### src/rtl/i2c_slave_read_resp.sv
// I2C slave responder for random-read transactions: decodes address/W + data address, then Sr + address/R, and returns register data.
// Optional feature macro I2C_SLV_AUTOINC_EN: increment the register address after each master-ACKed byte.
module i2c_slave_read_resp #(
    parameter logic [6:0] DEV_ADDR    = 7'h50,
    parameter int         SYNC_STAGES = 2
) (
    input  logic       clk,
    input  logic       rst,
    input  logic       i_scl,
    input  logic       i_sda,
    output logic       o_sda_oe,
    output logic       o_rd_en,
    output logic [7:0] o_rd_addr,
    input  logic [7:0] i_rd_data,
    output logic       o_addr_hit,
    output logic       o_busy,
    output logic [1:0] o_slave_state
);

    typedef enum logic [2:0] {
        IDLE    = 3'd0,
        ADDR    = 3'd1,
        ACK_A   = 3'd2,
        REG     = 3'd3,
        ACK_R   = 3'd4,
        WAIT_RS = 3'd5,
        TX      = 3'd6,
        MACK    = 3'd7
    } state_t;

    logic [SYNC_STAGES-1:0] scl_sync_reg;
    logic [SYNC_STAGES-1:0] sda_sync_reg;
    logic scl_d_reg, sda_d_reg;
    logic scl_s, sda_s;
    logic scl_rise, scl_fall, start_det, stop_det;

    state_t     state_reg, state_next;
    logic [2:0] cnt_reg, cnt_next;
    logic       phase_reg, phase_next;
    logic [7:0] shift_reg, shift_next;
    logic [7:0] tx_reg, tx_next;
    logic [7:0] addr_reg, addr_next;
    logic       rw_reg, rw_next;
    logic       ign_wr_reg, ign_wr_next;
    logic       sda_oe_reg, sda_oe_next;
    logic       rd_en_reg, rd_en_next;
    logic       rd_pend_reg, rd_pend_next;
    logic       addr_hit_reg, addr_hit_next;
    logic       busy_reg, busy_next;
    logic [7:0] rx_byte;

    // Synchronizers idle high so reset never fabricates a bus event.
    always_ff @(posedge clk) begin
        if (rst) begin
            scl_sync_reg <= '1;
            sda_sync_reg <= '1;
            scl_d_reg    <= 1'b1;
            sda_d_reg    <= 1'b1;
        end else begin
            scl_sync_reg <= {scl_sync_reg[SYNC_STAGES-2:0], i_scl};
            sda_sync_reg <= {sda_sync_reg[SYNC_STAGES-2:0], i_sda};
            scl_d_reg    <= scl_s;
            sda_d_reg    <= sda_s;
        end
    end

    assign scl_s     = scl_sync_reg[SYNC_STAGES-1];
    assign sda_s     = sda_sync_reg[SYNC_STAGES-1];
    assign scl_rise  = scl_s & ~scl_d_reg;
    assign scl_fall  = ~scl_s & scl_d_reg;
    assign start_det = scl_s & scl_d_reg & sda_d_reg & ~sda_s;
    assign stop_det  = scl_s & scl_d_reg & ~sda_d_reg & sda_s;
    assign rx_byte   = {shift_reg[6:0], sda_s};

    always_ff @(posedge clk) begin
        if (rst) begin
            state_reg    <= IDLE;
            cnt_reg      <= 3'd0;
            phase_reg    <= 1'b0;
            shift_reg    <= 8'h00;
            tx_reg       <= 8'h00;
            addr_reg     <= 8'h00;
            rw_reg       <= 1'b0;
            ign_wr_reg   <= 1'b0;
            sda_oe_reg   <= 1'b0;
            rd_en_reg    <= 1'b0;
            rd_pend_reg  <= 1'b0;
            addr_hit_reg <= 1'b0;
            busy_reg     <= 1'b0;
        end else begin
            state_reg    <= state_next;
            cnt_reg      <= cnt_next;
            phase_reg    <= phase_next;
            shift_reg    <= shift_next;
            tx_reg       <= tx_next;
            addr_reg     <= addr_next;
            rw_reg       <= rw_next;
            ign_wr_reg   <= ign_wr_next;
            sda_oe_reg   <= sda_oe_next;
            rd_en_reg    <= rd_en_next;
            rd_pend_reg  <= rd_pend_next;
            addr_hit_reg <= addr_hit_next;
            busy_reg     <= busy_next;
        end
    end

    always_comb begin
        state_next    = state_reg;
        cnt_next      = cnt_reg;
        phase_next    = phase_reg;
        shift_next    = shift_reg;
        tx_next       = tx_reg;
        addr_next     = addr_reg;
        rw_next       = rw_reg;
        ign_wr_next   = ign_wr_reg;
        sda_oe_next   = sda_oe_reg;
        rd_en_next    = 1'b0;
        rd_pend_next  = rd_en_reg;
        addr_hit_next = 1'b0;
        busy_next     = busy_reg;

        if (rd_pend_reg) begin
            tx_next = i_rd_data;
        end

        if (start_det) begin
            state_next  = ADDR;
            cnt_next    = 3'd0;
            phase_next  = 1'b0;
            ign_wr_next = 1'b0;
            sda_oe_next = 1'b0;
            busy_next   = 1'b1;
        end else if (stop_det) begin
            state_next  = IDLE;
            ign_wr_next = 1'b0;
            sda_oe_next = 1'b0;
            busy_next   = 1'b0;
        end else begin
            case (state_reg)
                ADDR: begin
                    if (scl_rise) begin
                        shift_next = rx_byte;
                        cnt_next   = cnt_reg + 3'd1;
                        if (cnt_reg == 3'd7) begin
                            if (rx_byte[7:1] == DEV_ADDR) begin
                                addr_hit_next = 1'b1;
                                rw_next       = rx_byte[0];
                                phase_next    = 1'b0;
                                state_next    = ACK_A;
                            end else begin
                                state_next = IDLE;
                            end
                        end
                    end
                end
                // phase 0: drive ACK on the fall ending bit 8; phase 1: ACK is on the bus.
                // For a read, the fetch starts on the ACK rise so the MSB is ready for the closing fall.
                ACK_A, ACK_R: begin
                    if (!phase_reg) begin
                        if (scl_fall) begin
                            sda_oe_next = 1'b1;
                            phase_next  = 1'b1;
                        end
                    end else if (state_reg == ACK_A && rw_reg) begin
                        if (scl_rise) begin
                            state_next = TX;
                            rd_en_next = 1'b1;
                            cnt_next   = 3'd0;
                            phase_next = 1'b0;
                        end
                    end else if (scl_fall) begin
                        sda_oe_next = 1'b0;
                        phase_next  = 1'b0;
                        cnt_next    = 3'd0;
                        ign_wr_next = (state_reg == ACK_R);
                        state_next  = (state_reg == ACK_A) ? REG : WAIT_RS;
                    end
                end
                REG: begin
                    if (scl_rise) begin
                        shift_next = rx_byte;
                        cnt_next   = cnt_reg + 3'd1;
                        if (cnt_reg == 3'd7) begin
                            addr_next  = rx_byte;
                            phase_next = 1'b0;
                            state_next = ACK_R;
                        end
                    end
                end
                WAIT_RS: begin
                    // Surplus write bytes are counted so they still receive an ACK.
                    if (ign_wr_reg && scl_rise) begin
                        cnt_next = cnt_reg + 3'd1;
                        if (cnt_reg == 3'd7) begin
                            phase_next = 1'b0;
                            state_next = ACK_R;
                        end
                    end
                end
                TX: begin
                    if (scl_fall) begin
                        if (phase_reg) begin
                            sda_oe_next = 1'b0;
                            phase_next  = 1'b0;
                            state_next  = MACK;
                        end else begin
                            sda_oe_next = ~tx_reg[7];
                            tx_next     = {tx_reg[6:0], 1'b0};
                            cnt_next    = cnt_reg + 3'd1;
                            phase_next  = (cnt_reg == 3'd7);
                        end
                    end
                end
                MACK: begin
                    if (scl_rise) begin
                        if (!sda_s) begin
`ifdef I2C_SLV_AUTOINC_EN
                            addr_next = addr_reg + 8'd1;
`else
                            addr_next = addr_reg;
`endif
                            rd_en_next = 1'b1;
                            cnt_next   = 3'd0;
                            phase_next = 1'b0;
                            state_next = TX;
                        end else begin
                            sda_oe_next = 1'b0;
                            ign_wr_next = 1'b0;
                            state_next  = WAIT_RS;
                        end
                    end
                end
                default: begin
                end
            endcase
        end
    end

    always_comb begin
        case (state_reg)
            ACK_A, ACK_R: o_slave_state = 2'b01;
            TX:           o_slave_state = 2'b10;
            MACK:         o_slave_state = 2'b11;
            default:      o_slave_state = 2'b00;
        endcase
    end

    assign o_sda_oe   = sda_oe_reg;
    assign o_rd_en    = rd_en_reg;
    assign o_rd_addr  = addr_reg;
    assign o_addr_hit = addr_hit_reg;
    assign o_busy     = busy_reg;

endmodule
### config.mk
export PLATFORM = sky130hd
export DESIGN_NAME = i2c_slave_read_resp
export DESIGN_NICKNAME = d
export VERILOG_FILES = /design/src/rtl/i2c_slave_read_resp.sv
export SDC_FILE = /design/constraint.sdc
export NUM_CORES = 1
export LEC_CHECK = 0
export ABC_CLOCK_PERIOD_IN_PS = 2000
export CORE_UTILIZATION = 55
export CTS_BUF_LIST = sky130_fd_sc_hd__clkbuf_16
export DETAILED_ROUTE_END_ITERATION = 12
export PLACE_DENSITY = 0.79
export REMOVE_ABC_BUFFERS = 1
export SLEW_MARGIN = 25
export SYNTH_ARGS = -nofsm -noshare
export SYNTH_HDL_FRONTEND = slang
export SYNTH_SLANG_ARGS = --single-unit
### constraint.sdc
create_clock -name clk -period 2 [get_ports clk]
set_input_delay 0.4 -clock clk [delete_from_list [all_inputs] [get_ports clk]]
set_output_delay 0.4 -clock clk [all_outputs]
set_load 0.05 [all_outputs]
==> out/results.txt, run 1 <==
status: complete, no violations
Ant. Diodes: 0
Post-synth EDFFs: 0
synth cell count leaders: dfxtp_1 (43), nor2_1 (34), mux2i_1 (27)
Total Routing Usage GR: 24.8%
CTS tree: yes
FP Rows: 22
drt drc: 0
filler cell count: 281
max_slew headroom: 67.2%
footprint of the multi-input gates: 1180 um^2
max-slew violations: 0
final period utilization: 93.8%
DRT Wirelength: 4660 um
initial antenna violation count: 0
Synth top area share: 40.7%
1st-iter DRT viols: 149
post-detail-place hpwl: 3320 um
RSZ-0062 raised after global routing: no
Remaining Overflow, GRT: 0
startpoint types: flip-flop
Hold Path Class: flip-flop to flip-flop
Worst Skew: 0.00418 ns
Final Critical Period: 1.88 ns
leakage: 0.950 nW
top cells by area, synth: dfxtp_1 (41%), mux2i_1 (13%), nor2_1 (6.0%)
Synth Register Bits: 43
Pwr per Cell Area: 693 nW/um^2
Vias/cell: 5.72
Avg Synthesized Cell Area: 8.82 um^2
DRT Pass-1 Iters: 4
Distinct cells, synth: 48
design area: 2690 um^2
max_cap viols: 0
Die Width: 64.0 um
io pins: 26
cell with the most instances after synthesis: dfxtp_1
Tightest Pin Transition: 0.490 ns
Initial Utilization: 57.4%
drt wl/cell: 14.5 um
Setup crit end kind: flip-flop
CORE AREA: 3690 um^2
Area after DPL: 2510 um^2
register area: 863 um^2
first-pass GRT wire length: 7880 um
final setup fails: 0
clk buf depth: 2
DRT antenna net count: 0
Root Driver: clkbuf_16
Critical Path RT: 2.16 ns
CP max FO: 11
register area share after synthesis: 40.7%
vias: 1,835
die area: 4100 um^2
Worst Path Arrival: 2.04 ns
Worst VDD drop: 0.768 mV
placer congestion estimate: 0.905
Fmax: 533 MHz
Post-synth ARST share: 0%
TritonCTS sink count: 43
latest clock arrival within the worst-skew pair: 0.28 ns
Synth-to-Final Area Change: 26.9%
hold violation count in the final report: 0
yosys warns: 0
top cell type by total area after synthesis: dfxtp_1
worst hold margin: 0.406 ns
Syn Inst Count: 240
Mapped Area: 2120 um^2
pin count of the biggest net entering global routing: 38
layout cells sized above 1: 14.3%
Main synth FF type: dfxtp_1
die height: 64.0 um
PortBufs: 25
Crit Path Class: flip-flop to flip-flop
Final #Nets: 287
Num CTS Buffers: 5
clock slew at reported path FFs: 0.06 ns
vias in the first global route: 1,691
CTS Hold Buffers Added: 0
# H-tree levels: 2
-- routing by layer --
metal | up-vias | track usage, % | routed length, um
li1 | 928 | - | -
met1 | 849 | 32.5 | 2130
met2 | 47 | 39.4 | 2220
met3 | 11 | 5.89 | 206
met4 | 0 | 9.09 | 103
met5 | - | 0 | 0
-- kinds of logic after synthesis --
kind of cell | count (synthesis) | synth area share [%]
fa+ha+maj | 3 | 1.66
simple gates | 99 | 25.9
flops | 43 | 40.7
buf+inv | 19 | 3.78
xor+xnor | 1 | 0.414
mux | 27 | 12.8
compound gates | 48 | 14.8
-- cell type report --
| type | count | share of cell area (%) |
|---|---|---|
| inverter | 5 | 0.699 |
| multi-input combinational | 178 | 44.1 |
| sequential | 43 | 32.2 |
| clock buffer | 5 | 4.66 |
| timing repair buffer | 40 | 14.7 |
| tap | 48 | 2.24 |
| clock inverter | 2 | 1.40 |
-- worst max-delay path, stage by stage, from the launching register on --
cell and delay, ns:
dfxtp_1 0.53, nand2b_1 0.25, o31a_1 0.41, or3b_1 0.44, mux2i_1 0.13
-- through the flow --
step	total power, W	worst slack (ns)	TNS, ns	std cells	utilization (%)
6_report	0.00186	0.124	0	321	72.8
5_1_grt	0.00193	0.0140	0	321	72.8
4_1_cts	0.00188	0.0336	0	321	72.5
3_5_place_dp	0.000989	0.0729	0	314	68.0
3_3_place_gp	0.000989	0.113	0	314	68.0
2_1_floorplan	0.000929	-0.184	-0.331	226	-
-- cells in the final DEF (no fill, tap or decap), types with 2 or more instances in the layout --
| cell type | count |
|---|---|
| nand3_1 | 6 |
| nor2b_1 | 6 |
| or2_2 | 7 |
| mux2i_1 | 27 |
| o21ai_0 | 5 |
| dfxtp_2 | 2 |
| nand3b_1 | 4 |
| nand4b_1 | 3 |
| nor3b_1 | 2 |
| nor2_1 | 34 |
| buf_4 | 14 |
| o22ai_1 | 4 |
| buf_12 | 3 |
| nor4_1 | 2 |
| o31ai_1 | 3 |
| nand2b_1 | 13 |
| inv_1 | 3 |
| dfxtp_1 | 41 |
| nand2_1 | 8 |
| nor4b_1 | 3 |
| nor3_1 | 2 |
| clkinv_1 | 2 |
| a21oi_1 | 15 |
| clkdlybuf4s50_1 | 23 |
| a211oi_1 | 9 |
| or4_1 | 2 |
| clkbuf_16 | 5 |
-- path summary, 6_finish.rpt --
path / startpoint / slack, ns / depth (start not counted) / end
hold reg to reg: sda_sync_reg[0] / 0.41 / 1 / sda_sync_reg[1]
setup reg to reg: scl_sync_reg[1] / 0.12 / 4 / state_reg[2]
hold / removal: sda_sync_reg[0] / 0.41 / 1 / sda_sync_reg[1]
setup / recovery: scl_sync_reg[1] / 0.12 / 4 / state_reg[2]
-- power breakdown --
part	internal, W	total (W)	switching (W)
combinational	0.0000501	0.0000987	0.0000486
sequential	0.000864	0.000873	0.00000925
clock	0.000581	0.000889	0.000308
total	0.00150	0.00186	0.000366
-- what timing repair did --
action | 4_1_cts | 5_1_grt
gates resized for setup | 0 | 4
endpoints found under the setup margin | 0 | 2
setup buffers | 0 | 0
Note: power is estimated with default switching activity, not from simulation.
==> run 2: changes to the inputs <==
--- a/config.mk
+++ b/config.mk
@@ -7,7 +7,9 @@
 export LEC_CHECK = 0
 export ABC_CLOCK_PERIOD_IN_PS = 2000
+export CORE_ASPECT_RATIO = 1.4
 export CORE_UTILIZATION = 55
 export CTS_BUF_LIST = sky130_fd_sc_hd__clkbuf_16
 export DETAILED_ROUTE_END_ITERATION = 12
+export GPL_ROUTABILITY_DRIVEN = 0
 export PLACE_DENSITY = 0.79
 export REMOVE_ABC_BUFFERS = 1
==> constraint.sdc (replaced) <==
create_clock -name clk -period 2 [get_ports clk]
set_input_delay 0.3 -clock clk [delete_from_list [all_inputs] [get_ports clk]]
set_output_delay 0.3 -clock clk [all_outputs]
set_load 0.05 [all_outputs]
==> run 2 against run 1 <==
Effect of this change:
- clock power is 15% higher
- count of clock-buffer cells in the layout unchanged
- sequential share of layout area is 0.14 points higher
- global-route usage is 0.54 points higher
- maximum frequency rose by 0.43%
- utilization shrank 0.059 points
- routed wire length up 2.0%
- cell count fell by 1.9%
- critical path type is now flip-flop to output pin
- largest power group unchanged
- highest routed layer unchanged
==> out/results.txt, run 2 (synthesis gave the netlist of run 1 again) <==
drt drc: 0 (unchanged)
Hold Path Class: flip-flop to flip-flop
Tightest Pin Transition: 0.514 ns (+0.0234 ns)
max_slew headroom: 65.7% (-1.6 points)
Num CTS Buffers: 5 (unchanged)
PortBufs: 25 (unchanged)
status: complete, no violations
CP max FO: 15 (+4)
worst hold margin: 0.404 ns (-0.00202 ns)
CORE AREA: 3680 um^2 (-0.34%)
Worst Skew: 0.00578 ns (+0.00160 ns)
startpoint types: flip-flop
max-slew violations: 0 (unchanged)
first-pass GRT wire length: 7510 um (-4.6%)
Initial Utilization: 57.6% (+0.20 points)
Final Power: 0.00199 W (+6.9%)
final period utilization: 93.4% (-0.40 points)
Crit Path Class: flip-flop to output pin
max_cap viols: 0 (unchanged)
Worst Path Arrival: 1.57 ns (-0.47 ns)
Final #Nets: 286 (-0.35%)
layout cells sized above 1: 13.2% (-1.1 points)
pin count of the biggest net entering global routing: 38 (unchanged)
Remaining Overflow, GRT: 0 (unchanged)
Synth-to-Final Area Change: 26.4%
Setup TNS: 0 ns (unchanged)
hold violation count in the final report: 0 (unchanged)
design area: 2670 um^2 (-0.42%)
Total Routing Usage GR: 25.3% (+0.54 points)
DRT antenna net count: 0 (unchanged)
leakage: 0.962 nW (+1.3%)
slowest stage delay, CP: 0.49 ns (-0.04 ns)
Root Driver: clkbuf_16
io pins: 26 (unchanged)
Area after DPL: 2480 um^2 (-1.1%)
die height: 75.4 um (+18%)
final setup fails: 0 (unchanged)
Setup crit end kind: output pin
CTS Hold Buffers Added: 0 (unchanged)
vias in the first global route: 1,652 (-2.3%)
initial antenna violation count: 0 (unchanged)
drt wl/cell: 15.1 um (+3.9%)
1st-iter DRT viols: 74 (-50%)
RSZ-0062 raised after global routing: no
Pwr per Cell Area: 744 nW/um^2 (+7.4%)
CTS tree: yes
Worst VDD drop: 0.731 mV (-4.8%)
most frequent cells in the layout: dfxtp_1 (41), nor2_1 (34), mux2i_1 (27), clkdlybuf4s50_1 (23), a21oi_1 (15)
Worst Path Buf+Inv: 3 (+3)
die area: 4100 um^2 (about the same)
Critical Path RT: 1.70 ns (-0.46 ns)
Die Width: 54.4 um (-15%)
clk buf depth: 2 (unchanged)
commonest non-fill, non-tap cell in the layout: dfxtp_1
DRT Wirelength: 4750 um (+2.0%)
Fmax: 535 MHz (+0.43%)
post-detail-place hpwl: 3280 um (-1.1%)
TritonCTS sink count: 43 (unchanged)
FP Rows: 26 (+18%)
Crit-path slowest cell: dfxtp_2
vias: 1,889 (+2.9%)
Ant. Diodes: 0 (unchanged)
Setup Buffers After CTS: 0 (unchanged)
# H-tree levels: 2 (unchanged)
Vias/cell: 6.00 (+4.9%)
crit-path leading delay family: flip-flops
Cell Chain, Critical Path: clkinv_1 > buf_4 > nand2_1 > nand3_1 > o21ai_0 > buf_12
Final Critical Period: 1.87 ns (-0.00805 ns)
latest clock arrival within the worst-skew pair: 0.28 ns (about the same)
clock slew at reported path FFs: 0.06 ns (about the same)
DRT Pass-1 Iters: 5 (+1)
run 2: final timing paths:
kind | depth (start not counted) | from | endpoint | slack (ns)
min reg2reg | 1 | sda_sync_reg[0] | sda_sync_reg[1] | 0.40
max reg2reg | 7 | state_reg[2] | state_reg[2] | 0.17
max | 6 | state_reg[0] | o_slave_state[0] | 0.13
min | 1 | sda_sync_reg[0] | sda_sync_reg[1] | 0.40
run 2: per-stage QoR:
| stage | setup WS, ns | std cells | util, % |
|---|---|---|---|
| 2_1_floorplan | -0.101 | 226 | - |
| 3_3_place_gp | 0.195 | 307 | 67.5 |
| 3_5_place_dp | 0.186 | 307 | 67.5 |
| 4_1_cts | 0.0663 | 315 | 72.7 |
| 5_1_grt | 0.00903 | 315 | 72.7 |
| 6_report | 0.132 | 315 | 72.7 |
run 2: area by class of cell:
type	count	area [um^2]
Multi-Input combinational cell	178	1170
Fill cell	279	1000
Sequential cell	43	863
Timing Repair Buffer	39	375
Clock buffer	5	125
Clock inverter	3	63.8
Tap cell	42	52.6
Inverter	5	18.8
run 2: layer usage:
layer  GRT usage (%)  part of all wire, %
met1            30.3                   42
met2            41.1                   49
met3            6.39                  5.5
met4            13.1                  3.3
met5               0                    0
run 2: where the power goes:
part | leakage [nW] | internal, W | switching (W) | total [W]
sequential | 0.349 | 0.000864 | 0.0000112 | 0.000875
combinational | 0.518 | 0.0000453 | 0.0000450 | 0.0000902
clock | 0.0952 | 0.000710 | 0.000313 | 0.00102
total | 0.962 | 0.00162 | 0.000370 | 0.00199
run 2: what timing repair did:
item                                    in CTS  in global routing
resized for setup                            1                  1
cloned                                       0                  0
endpoints found under the setup margin       1                  1
run 2: worst register-to-register path: stages (launching register included):
cell and delay (ns):
dfxtp_1 0.36, buf_4 0.20, nand2_1 0.16, clkinv_1 0.11, a21oi_1 0.16, o22ai_1 0.17, or3b_1 0.43, mux2i_1 0.14
==> run 3: changes to the inputs <==
CTS_BUF_LIST = default   (was sky130_fd_sc_hd__clkbuf_16)
MAX_ROUTING_LAYER = met4   (was default)
==> run 3 against run 2 <==
Effect of this change:
- cell count did not move
- utilization down 1.5 points
- worst hold slack better by 0.00087 ns
- via count decreased by 0.11%
- clock skew up 0.0019 ns
- routed wire length shrank 2.1%
- worst setup slack better by 0.054 ns
- global-route usage is 0.63 points higher
- clock power shrank 22%
- non-clock buffer count unchanged
- critical endpoint is now state_reg[2]
- largest power group is now sequential cells
==> out/results.txt, run 3 (synthesis gave the netlist of run 1 again) <==
status: complete, no violations
Initial Utilization: 57.6% (unchanged)
final period utilization: 90.7% (-2.7 points)
# H-tree levels: 2 (unchanged)
Fmax: 551 MHz (+3.0%)
Hold Path Class: flip-flop to flip-flop
1st-iter DRT viols: 119 (+61%)
final non-filler cell total: 315 (unchanged)
RSZ-0062 raised after global routing: no
Vias/cell: 5.99 (-0.11%)
Die Width: 54.4 um (unchanged)
Worst Setup Slack, final: 0.186 ns (+0.0536 ns)
CP max FO: 6 (-9)
Final Critical Period: 1.81 ns (-0.0536 ns)
commonest non-fill, non-tap cell in the layout: dfxtp_1
clock share of power: 45.1% (-6.4 points)
Ant. Diodes: 0 (unchanged)
DP Worst Slack: 0.186 ns (unchanged)
max_cap viols: 0 (unchanged)
CORE AREA: 3680 um^2 (unchanged)
pin count of the biggest net entering global routing: 38 (unchanged)
drt wl/cell: 14.8 um (-2.1%)
DRT Pass-1 Iters: 5 (unchanged)
fraction of power consumed by sequential logic: 49.8% (+5.8 points)
post-detail-place hpwl: 3280 um (unchanged)
Setup Buffers After CTS: 0 (unchanged)
vias in the first global route: 1,656 (+0.24%)
Final #Nets: 286 (unchanged)
cell count of the worst reg-to-reg path: 6 (-1)
first-pass GRT wire length: 7510 um (unchanged)
Num CTS Buffers: 5 (unchanged)
die height: 75.4 um (unchanged)
placed instance count: 307 (unchanged)
Worst VDD drop: 0.631 mV (-14%)
DRT antenna net count: 0 (unchanged)
Tightest Pin Transition: 0.514 ns (+0.000615 ns)
TritonCTS sink count: 43 (unchanged)
Root Driver: clkbuf_8
CTS tree: yes
most frequent cells in the layout: dfxtp_1 (41), nor2_1 (34), mux2i_1 (27), clkdlybuf4s50_1 (23), a21oi_1 (15)
FP Rows: 26 (unchanged)
startpoint types: flip-flop
Setup crit end kind: flip-flop
io pins: 26 (unchanged)
die area: 4100 um^2 (unchanged)
DRT Wirelength: 4650 um (-2.1%)
Internal Power: 0.00141 W (-13%)
Switching Fraction: 19.8% (+1.2 points)
Worst Path Arrival: 2.00 ns (+0.43 ns)
hold violation count in the final report: 0 (unchanged)
layout cells sized above 1: 13.2% (unchanged)
Remaining Overflow, GRT: 0 (unchanged)
clock slew at reported path FFs: 0.08 ns (+0.02 ns)
Worst Skew: 0.00764 ns (+0.00186 ns)
Total Routing Usage GR: 26.0% (+0.63 points)
Critical Path RT: 2.18 ns (+0.48 ns)
latest clock arrival within the worst-skew pair: 0.30 ns (+0.02 ns)
Synth-to-Final Area Change: 23.8%
drt drc: 0 (unchanged)
PortBufs: 25 (unchanged)
Net Sw Power: 0.000347 W (-6.0%)
leakage: 0.933 nW (-3.1%)
max_slew headroom: 65.6% (about the same)
Crit Path Class: flip-flop to flip-flop
Comb pwr share: 5.1% (+0.6 points)
initial antenna violation count: 0 (unchanged)
max-slew violations: 0 (unchanged)
final setup fails: 0 (unchanged)
Hold Path Cell Cnt: 1 (unchanged)
clk buf depth: 2 (unchanged)
vias: 1,887 (-0.11%)
Pwr per Cell Area: 669 nW/um^2 (-10%)
[run 3: cell count changes in the layout (fill, tap and decap cells not counted), sizes merged]
cell | previous run | this run
inv | 4 | 3
clkbuf | 5 | 6
[run 3: per-layer routing]
layer / up-vias / global-route usage, % / share of wire, %
li1: 929 / - / -
met1: 875 / 31.5 / 42
met2: 70 / 40.4 / 50
met3: 13 / 6.19 / 5.8
met4: 0 / 11.1 / 2.2
met5: - / - / 0
[run 3: repair_timing]
action                                  in CTS  in global routing
resized for setup                            1                  2
hold buffers                                 0                  0
endpoints found under the setup margin       1                  1
[run 3: path summary, 6_finish.rpt]
check | startpoint | end | slack, ns
worst max-delay path | cnt_reg[0] | state_reg[2] | 0.19
worst min-delay path | sda_sync_reg[0] | sda_sync_reg[1] | 0.41
worst max register to register | cnt_reg[0] | state_reg[2] | 0.19
worst min register to register | sda_sync_reg[0] | sda_sync_reg[1] | 0.41
[run 3: worst max-delay path: stages (launching register included)]
cell,delay (ns)
dfxtp_1,0.36
ha_1,0.16
ha_1,0.26
nor2_1,0.07
o31a_1,0.31
or3b_1,0.42
mux2i_1,0.13
[run 3: power by group through the flow]
stage | Clock (W) | Combinational (W) | Sequential [W]
after CTS | 0.000805 | 0.0000889 | 0.000873
after floorplan | 0 | 0.0000350 | 0.000894
after global placement | 0 | 0.0000884 | 0.000893
after detailed placement | 0 | 0.0000886 | 0.000893
after global routing | 0.000838 | 0.0000976 | 0.000874
final | 0.000791 | 0.0000894 | 0.000873
[run 3: stage by stage]
step	hold WS [ns]	utilization (%)	power (W)	setup TNS, ns	instance area, um^2
finish	0.405	71.3	0.00175	0	2620
detailed placement	0.396	67.5	0.000982	0	2480
global placement	0.391	67.5	0.000981	0	2480
global route	0.434	71.3	0.00181	0	2620
floorplan	0.369	-	0.000929	-0.231	2050
CTS	0.412	71.2	0.00177	0	2620
[run 3: cell type report]
| class | count | area, um^2 |
|---|---|---|
| inverters | 5 | 18.8 |
| clock inverters | 2 | 60.1 |
| repair buffers | 39 | 375 |
| flip-flops and latches | 43 | 866 |
| clock buffers | 6 | 72.6 |
| well taps | 42 | 52.6 |
| multi-input cells | 178 | 1170 |
| fillers | 288 | 1060 |
